### src/rtl/inj_scan_ctrl.sv
// inj_scan_ctrl: sequences a multi-step injection scan. For every step it
// strobes the pixel-config SPI, waits for the load to complete, issues a
// burst of injection strobes at a fixed period (pausing under FIFO
// backpressure) and then waits for the readout path to stay idle before
// moving on to the next step.
//
// Optional build macro INJ_SCAN_TIMEOUT_EN adds a watchdog on every
// externally paced wait; on expiry the scan ends with ERROR set.
module inj_scan_ctrl #(
    parameter int STEP_WIDTH     = 8,
    parameter int CNT_WIDTH      = 16,
    parameter int DRAIN_IDLE     = 64,
    parameter int TIMEOUT_CYCLES = 1048576
) (
    input  logic                  BUS_CLK,
    input  logic                  BUS_RST,
    input  logic                  START,
    input  logic                  ABORT,
    input  logic [STEP_WIDTH-1:0] N_STEPS,
    input  logic [CNT_WIDTH-1:0]  N_INJ,
    input  logic [CNT_WIDTH-1:0]  INJ_PERIOD,
    output logic                  CONF_START,
    input  logic                  CONF_BUSY,
    output logic                  INJ_START,
    input  logic                  FIFO_NEAR_FULL,
    input  logic                  RO_IDLE,
    output logic                  BUSY,
    output logic                  DONE,
    output logic                  ERROR,
    output logic [STEP_WIDTH-1:0] STEP,
    output logic [CNT_WIDTH-1:0]  INJ_CNT
);

    typedef enum logic [3:0] {
        S_IDLE,
        S_CONF,
        S_CONF_ACK,
        S_CONF_WAIT,
        S_INJ,
        S_INJ_WAIT,
        S_DRAIN,
        S_NEXT,
        S_FINISH
    } state_t;

    localparam logic [CNT_WIDTH-1:0]  CNT_ONE    = CNT_WIDTH'(1);
    localparam logic [STEP_WIDTH-1:0] STEP_ONE   = STEP_WIDTH'(1);
    // Last idle-count value before the drain is considered complete.
    localparam logic [CNT_WIDTH-1:0]  DRAIN_LAST = CNT_WIDTH'(DRAIN_IDLE - 1);

    state_t                state_q, state_d;
    logic [STEP_WIDTH-1:0] n_steps_q, n_steps_d;
    logic [CNT_WIDTH-1:0]  n_inj_q, n_inj_d;
    logic [CNT_WIDTH-1:0]  period_q, period_d;
    logic [STEP_WIDTH-1:0] step_q, step_d;
    logic [CNT_WIDTH-1:0]  inj_cnt_q, inj_cnt_d;
    logic [CNT_WIDTH-1:0]  per_cnt_q, per_cnt_d;
    logic [CNT_WIDTH-1:0]  idle_cnt_q, idle_cnt_d;
    logic                  busy_q, busy_d;
    logic                  done_q, done_d;
    logic                  conf_start_q, conf_start_d;
    logic                  inj_start_q, inj_start_d;

`ifdef INJ_SCAN_TIMEOUT_EN
    localparam int WAIT_W = $clog2(TIMEOUT_CYCLES + 1);
    localparam logic [WAIT_W-1:0] WAIT_LAST = WAIT_W'(TIMEOUT_CYCLES - 1);
    logic [WAIT_W-1:0] wait_cnt_q, wait_cnt_d;
    logic              error_q, error_d;
    logic              watched;
`else
    // Keeps the watchdog limit referenced in builds without the watchdog.
    logic unused_timeout;
    assign unused_timeout = (TIMEOUT_CYCLES == 0);
`endif

    // Next-state and registered-output logic for the scan sequencer.
    always_comb begin
        state_d      = state_q;
        n_steps_d    = n_steps_q;
        n_inj_d      = n_inj_q;
        period_d     = period_q;
        step_d       = step_q;
        inj_cnt_d    = inj_cnt_q;
        per_cnt_d    = per_cnt_q;
        idle_cnt_d   = idle_cnt_q;
        busy_d       = busy_q;
        done_d       = done_q;
        conf_start_d = 1'b0;
        inj_start_d  = 1'b0;
`ifdef INJ_SCAN_TIMEOUT_EN
        error_d      = error_q;
        wait_cnt_d   = '0;
        watched      = 1'b0;
`endif

        case (state_q)
            S_IDLE: begin
                if (START && !ABORT) begin
                    n_steps_d = N_STEPS;
                    n_inj_d   = N_INJ;
                    period_d  = (INJ_PERIOD == '0) ? CNT_ONE : INJ_PERIOD;
                    step_d    = '0;
                    inj_cnt_d = '0;
                    done_d    = 1'b0;
                    busy_d    = 1'b1;
`ifdef INJ_SCAN_TIMEOUT_EN
                    error_d   = 1'b0;
`endif
                    state_d   = (N_STEPS == '0) ? S_FINISH : S_CONF;
                end
            end
            S_CONF: begin
                state_d = S_CONF_ACK;
            end
            S_CONF_ACK: begin
                if (CONF_BUSY) begin
                    state_d = S_CONF_WAIT;
                end
            end
            S_CONF_WAIT: begin
                if (!CONF_BUSY) begin
                    inj_cnt_d = '0;
                    state_d   = (n_inj_q != '0) ? S_INJ : S_DRAIN;
                end
            end
            S_INJ: begin
                if (!FIFO_NEAR_FULL) begin
                    inj_start_d = 1'b1;
                    if (inj_cnt_q != n_inj_q) begin
                        inj_cnt_d = inj_cnt_q + CNT_ONE;
                    end
                    // The strobe cycle itself is the first cycle of the period.
                    per_cnt_d = CNT_ONE;
                    if (period_q != CNT_ONE) begin
                        state_d = S_INJ_WAIT;
                    end else if (inj_cnt_d < n_inj_q) begin
                        state_d = S_INJ;
                    end else begin
                        state_d = S_DRAIN;
                    end
                end
            end
            S_INJ_WAIT: begin
                if (per_cnt_q >= period_q - CNT_ONE) begin
                    state_d = (inj_cnt_q < n_inj_q) ? S_INJ : S_DRAIN;
                end else begin
                    per_cnt_d = per_cnt_q + CNT_ONE;
                end
            end
            S_DRAIN: begin
                if (!RO_IDLE) begin
                    idle_cnt_d = '0;
                end else if (idle_cnt_q >= DRAIN_LAST) begin
                    state_d = S_NEXT;
                end else begin
                    idle_cnt_d = idle_cnt_q + CNT_ONE;
                end
            end
            S_NEXT: begin
                if (step_q >= n_steps_q - STEP_ONE) begin
                    state_d = S_FINISH;
                end else begin
                    step_d  = step_q + STEP_ONE;
                    state_d = S_CONF;
                end
            end
            S_FINISH: begin
                done_d  = 1'b1;
                busy_d  = 1'b0;
                state_d = S_IDLE;
            end
            default: begin
                state_d = S_IDLE;
            end
        endcase

        // Every drain starts counting from zero.
        if (state_d == S_DRAIN && state_q != S_DRAIN) begin
            idle_cnt_d = '0;
        end

`ifdef INJ_SCAN_TIMEOUT_EN
        // The watchdog only runs while stuck in an externally paced wait.
        watched = (state_q == S_CONF_ACK) || (state_q == S_CONF_WAIT) ||
                  (state_q == S_DRAIN) ||
                  (state_q == S_INJ && FIFO_NEAR_FULL);
        if (watched && state_d == state_q) begin
            if (wait_cnt_q >= WAIT_LAST) begin
                error_d = 1'b1;
                busy_d  = 1'b0;
                done_d  = 1'b0;
                state_d = S_IDLE;
            end else begin
                wait_cnt_d = wait_cnt_q + 1'b1;
            end
        end
`endif

        // Abort wins over everything else once a scan is running.
        if (ABORT && state_q != S_IDLE) begin
            state_d     = S_IDLE;
            busy_d      = 1'b0;
            done_d      = 1'b0;
            step_d      = step_q;
            inj_cnt_d   = inj_cnt_q;
            inj_start_d = 1'b0;
`ifdef INJ_SCAN_TIMEOUT_EN
            error_d     = error_q;
            wait_cnt_d  = '0;
`endif
        end

        // CONF_START is high for exactly the one cycle spent in CONF.
        conf_start_d = (state_d == S_CONF);
    end

    // State and datapath registers with synchronous reset.
    always_ff @(posedge BUS_CLK) begin
        if (BUS_RST) begin
            state_q      <= S_IDLE;
            n_steps_q    <= '0;
            n_inj_q      <= '0;
            period_q     <= CNT_ONE;
            step_q       <= '0;
            inj_cnt_q    <= '0;
            per_cnt_q    <= '0;
            idle_cnt_q   <= '0;
            busy_q       <= 1'b0;
            done_q       <= 1'b0;
            conf_start_q <= 1'b0;
            inj_start_q  <= 1'b0;
`ifdef INJ_SCAN_TIMEOUT_EN
            wait_cnt_q   <= '0;
            error_q      <= 1'b0;
`endif
        end else begin
            state_q      <= state_d;
            n_steps_q    <= n_steps_d;
            n_inj_q      <= n_inj_d;
            period_q     <= period_d;
            step_q       <= step_d;
            inj_cnt_q    <= inj_cnt_d;
            per_cnt_q    <= per_cnt_d;
            idle_cnt_q   <= idle_cnt_d;
            busy_q       <= busy_d;
            done_q       <= done_d;
            conf_start_q <= conf_start_d;
            inj_start_q  <= inj_start_d;
`ifdef INJ_SCAN_TIMEOUT_EN
            wait_cnt_q   <= wait_cnt_d;
            error_q      <= error_d;
`endif
        end
    end

    assign CONF_START = conf_start_q;
    assign INJ_START  = inj_start_q;
    assign BUSY       = busy_q;
    assign DONE       = done_q;
    assign STEP       = step_q;
    assign INJ_CNT    = inj_cnt_q;
`ifdef INJ_SCAN_TIMEOUT_EN
    assign ERROR      = error_q;
`else
    assign ERROR      = 1'b0;
`endif

endmodule
### config.mk
export PLATFORM = sky130hd
export DESIGN_NAME = inj_scan_ctrl
export DESIGN_NICKNAME = d
export VERILOG_FILES = /design/src/rtl/inj_scan_ctrl.sv
export SDC_FILE = /design/constraint.sdc
export NUM_CORES = 1
export LEC_CHECK = 0
export ABC_CLOCK_PERIOD_IN_PS = 5500
export BUFFER_PORTS_ARGS = -buffer_cell sky130_fd_sc_hd__buf_2
export CAP_MARGIN = 15
export CORE_AREA = 5 5 126 128
export CTS_BUF_LIST = sky130_fd_sc_hd__clkbuf_4 sky130_fd_sc_hd__clkbuf_8
export CTS_CLUSTER_SIZE = 16
export DETAILED_ROUTE_END_ITERATION = 16
export DIE_AREA = 0 0 131 133
export HOLD_SLACK_MARGIN = 0.1
export SETUP_SLACK_MARGIN = 0.15
export SLEW_MARGIN = 20
export SYNTH_ARGS = -nofsm -noshare
export SYNTH_HDL_FRONTEND = slang
export SYNTH_SLANG_ARGS = --single-unit
### constraint.sdc
create_clock -name BUS_CLK -period 5.5 [get_ports BUS_CLK]
set_input_delay 0 -clock BUS_CLK [delete_from_list [all_inputs] [get_ports BUS_CLK]]
set_output_delay 0 -clock BUS_CLK [all_outputs]
set_load 0.01 [all_outputs]
==> metrics.md <==
| Metric | Value |
|---|---|
| Skew-Pair Late Insertion Delay | 0.39 ns |
| Crit path launch type | flip-flop |
| Row cnt | 45 |
| Slowest stage delay, CP | 0.59 ns |
| DRC Markers | 0 |
| Fin crit share | 81.75% |
| Initial antenna violation count | 0 |
| Resized cells post-CTS | 0 |
| Cts bufs inserted | 9 |
| CP delay by family, top | simple AND/OR/NAND/NOR gates |
| Wire length of the first global-routing pass | 29050 µm |
| Status | completed |
| # diodes | 0 |
| Layout Nets | 1021 |
| Worst-path cell chain | nor4_1 -> nand2b_1 -> or4_4 -> nor2_1 -> nand2_1 -> or4_1 -> xor2_1 -> ha_1 -> nand4_1 -> o21ai_0 -> o21a_1 -> a21oi_1 -> a21oi_2 -> and4bb_2 |
| Final Hold Viols | 0 |
| HP Class | primary input to flip-flop |
| R2R Setup Slk | 1.00 ns |
| Via density | 5.593 |
| Clock Pin Slew Worst Setup and Hold Paths | 0.10 ns |
| Layout Utilization | 51.45% |
| P_leak | 3.066 nW |
| Vias post-DR | 6180 |
| Chip Height | 133 µm |
| Net count after synthesis | 922 |
| Gate power share | 17.9% |
| Sequential Power Share | 49.4% |
| Sink Count | 104 |
| WL final | 17740 µm |
| Clock Tree Root | clkbuf_8 |
| Ys Warns | 0 |
| Crit end category | flip-flop |
| Filler Cell Count | 1435 |
| # Post-CTS Setup Buffers | 0 |
| Worst R2R End | idle_cnt_q[14]$_SDFFE_PP0P_ |
| CTS tree | done |
| Part of the power in the clock network | 32.7% |
| Slowest CP cell | a21oi_2 |
| TritonRoute pass-1 iters | 5 |
| Final slew viol count | 0 |
| Detail Route Antenna Nets | 0 |
| Post-Syn Instances | 813 |
| Register area | 0.002082 mm² |
| Min-Delay Startpoint | BUS_RST |
| Main flop type after synthesis | dfxtp_1 |
| Area occupied by multi-input gates | 0.004075 mm² |
| Synth Area per Inst | 7.929 µm² |
| GP Congestion | 0.8811 |
| Post-synth cell types | 65 |
| Vias in the first global route | 6013 |
| Async set-reset flop share out of synthesis | 0% |
| Max Freq | 222.4 MHz |
| Sequential share of the synthesized area | 32.30% |
| Min Tclk post-route | 4.496 ns |
| Worst supply voltage drop on vdd | 90.91 µV |
| Post-DP HPWL | 13160 µm |
| Die area | 0.01742 mm² |
| Setup WS pre-CTS | 0.9830 ns |
| GR Util All Layers | 20.60% |
| Post-synthesis register bit count | 104 |
| Global route overflow | 0 |
| TNS Setup | 0 ns |
| Non-Filler Instances | 1105 |
| IO Pins | 76 |
| Max_slew headroom | 42.04% |
| Max cap viols | 0 |
| Worst EP required | 5.79 ns |
| Clk buf depth | 2 |
| FF-to-FF Start | period_q[2]$_SDFFE_PP0P_ |
| Reg2Reg Depth | 14 |
| Core area | 0.01475 mm² |
| Placed instance count | 1046 |
| RSZ-0062 raised after global routing | false |
| WL/cell | 16.05 µm |
| Sw frac | 28.83% |
| P_sw | 0.0004634 W |
| Cts hold-fix bufs | 43 |
| Initial DRC count | 360 |
| # H-tree levels | 3 |
| Max FO, Critical Path | 16 |
| Final worst setup slack | 1.004 ns |
| Tightest Pin Transition | 0.8670 ns |
| Final setup violation count | 0 |
| Hold Path Sink | per_cnt_q[1]$_SDFFE_PP0P_ |
| Layout cells sized above 1 | 12.32% |
| Synthesized cell area | 0.006446 mm² |
| Critical path class | flip-flop to flip-flop |
| Buffers on Ports | 74 |
| Post-synth EDFFs | 0 |
| Synthesis-to-finish area growth | 17.74% |
| Clock Skews | 0.008080 ns |
| Hold path depth | 2 |
| Crit path buffers/inverters | 0 |
| Crit path arrival time | 4.79 ns |
| Starting Density | 43.70% |
| Die width | 131 µm |
| Internal power | 0.001144 W |
| Power Density | 211.8 mW/mm² |
| Pin count of the biggest net entering global routing | 39 |
-- cells by family (layout without fill, tap and decap cells) --
kind of cell	count (synthesis)	after routing	share of synthesized area, %
XOR/XNOR	45	45	6.114
other	1	1	0.05817
AO/OA/AOI/OAI	192	192	18.07
flip-flops	104	104	32.30
buffers and inverters	74	178	4.484
AND/OR/NAND/NOR	335	335	26.94
adder cells (fa/ha/maj)	62	62	12.03
-- layout make-up --
class / instances / area share (%)
Timing Repair Buffer: 120 / 10.85
Multi-Input combinational cell: 635 / 53.69
Tap cell: 188 / 3.099
Inverter: 42 / 2.077
Clock buffer: 12 / 2.176
Clock inverter: 4 / 0.6759
Sequential cell: 104 / 27.43
-- routing by layer --
| layer | GRT usage [%] | up-vias | routed length, µm |
|---|---|---|---|
| li1 | - | 3100 | - |
| met3 | 3.512 | 25 | 643 |
| met1 | 26.34 | 2933 | 8124 |
| met2 | 34.93 | 122 | 8618 |
| met5 | 0 | - | 0 |
| met4 | 6.514 | 0 | 349 |
-- power groups by stage --
stage          registers, W  logic [W]  clock network (W)
2_1_floorplan      0.000804   0.000189                  0
3_3_place_gp       0.000811   0.000255                  0
3_5_place_dp       0.000811   0.000263                  0
4_1_cts            0.000794   0.000288           0.000544
5_1_grt            0.000798   0.000323           0.000576
6_report           0.000794   0.000287           0.000526
-- registers in the layout (all words and copies together) (netlist names), 4 cells and up --
name / cells
n_inj_q: 16
period_q: 16
state_q: 4
per_cnt_q: 16
n_steps_q: 8
STEP: 8
idle_cnt_q: 16
INJ_CNT: 16
-- placed cells by master, fill, tap and decap left out, drive strengths merged, types with 15 or more instances in the layout --
cell type    Yosys  routed
nand2          127     127
dfxtp          104     104
a21oi           93      93
buf              7      77
ha              62      62
nor2            61      61
dlygate4sd3      0      43
inv             42      42
o21ai           35      35
xnor2           28      28
nand3           22      22
nor4            18      18
xor2            17      17
nor3            15      15
nand4           15      15
-- Yosys cell counts (all sizes together) (6+ instances only) --
library cell | n | share of area [%]
inv | 42 | 2.4
nor3b | 7 | 0.82
xnor2 | 28 | 3.8
and3 | 10 | 0.97
nand4 | 15 | 1.8
a21o | 6 | 0.70
o21a | 6 | 0.70
xor2 | 17 | 2.3
a21oi | 93 | 7.3
a22oi | 8 | 0.93
a211oi | 6 | 0.70
and4 | 8 | 1.1
clkbuf | 25 | 1.5
nand3 | 22 | 1.8
nor2 | 61 | 3.6
nor3 | 15 | 1.2
o21ai | 35 | 2.7
nand2 | 127 | 7.4
ha | 62 | 12
buf | 7 | 0.58
dfxtp | 104 | 32
or3 | 13 | 1.3
nor4 | 18 | 2.1
nand2b | 8 | 0.78
-- how the worst max path moves through the flow --
| stage | startpoint | endpoint | cells past startpoint |
|---|---|---|---|
| after global routing | period_q[2]$_SDFFE_PP0P_ | idle_cnt_q[10]$_SDFFE_PP0P_ | 14 |
| after floorplan | period_q[2]$_SDFFE_PP0P_ | per_cnt_q[14]$_SDFFE_PP0P_ | 16 |
| after detailed placement | period_q[2]$_SDFFE_PP0P_ | idle_cnt_q[14]$_SDFFE_PP0P_ | 14 |
| after CTS | period_q[2]$_SDFFE_PP0P_ | per_cnt_q[12]$_SDFFE_PP0P_ | 15 |
| after global placement | period_q[2]$_SDFFE_PP0P_ | per_cnt_q[12]$_SDFFE_PP0P_ | 15 |
| final | period_q[2]$_SDFFE_PP0P_ | idle_cnt_q[14]$_SDFFE_PP0P_ | 14 |
-- stage by stage --
stage / hold WS (ns) / instance area (µm²) / power, W
global route: 0.1806 / 7590 / 0.001696
detailed placement: 0.2493 / 6943 / 0.001074
finish: 0.1552 / 7590 / 0.001607
floorplan: 0.1360 / 6446 / 0.0009927
global placement: 0.2474 / 6943 / 0.001066
CTS: 0.1268 / 7590 / 0.001625
No activity file was read; power rests on OpenSTA's default activity.
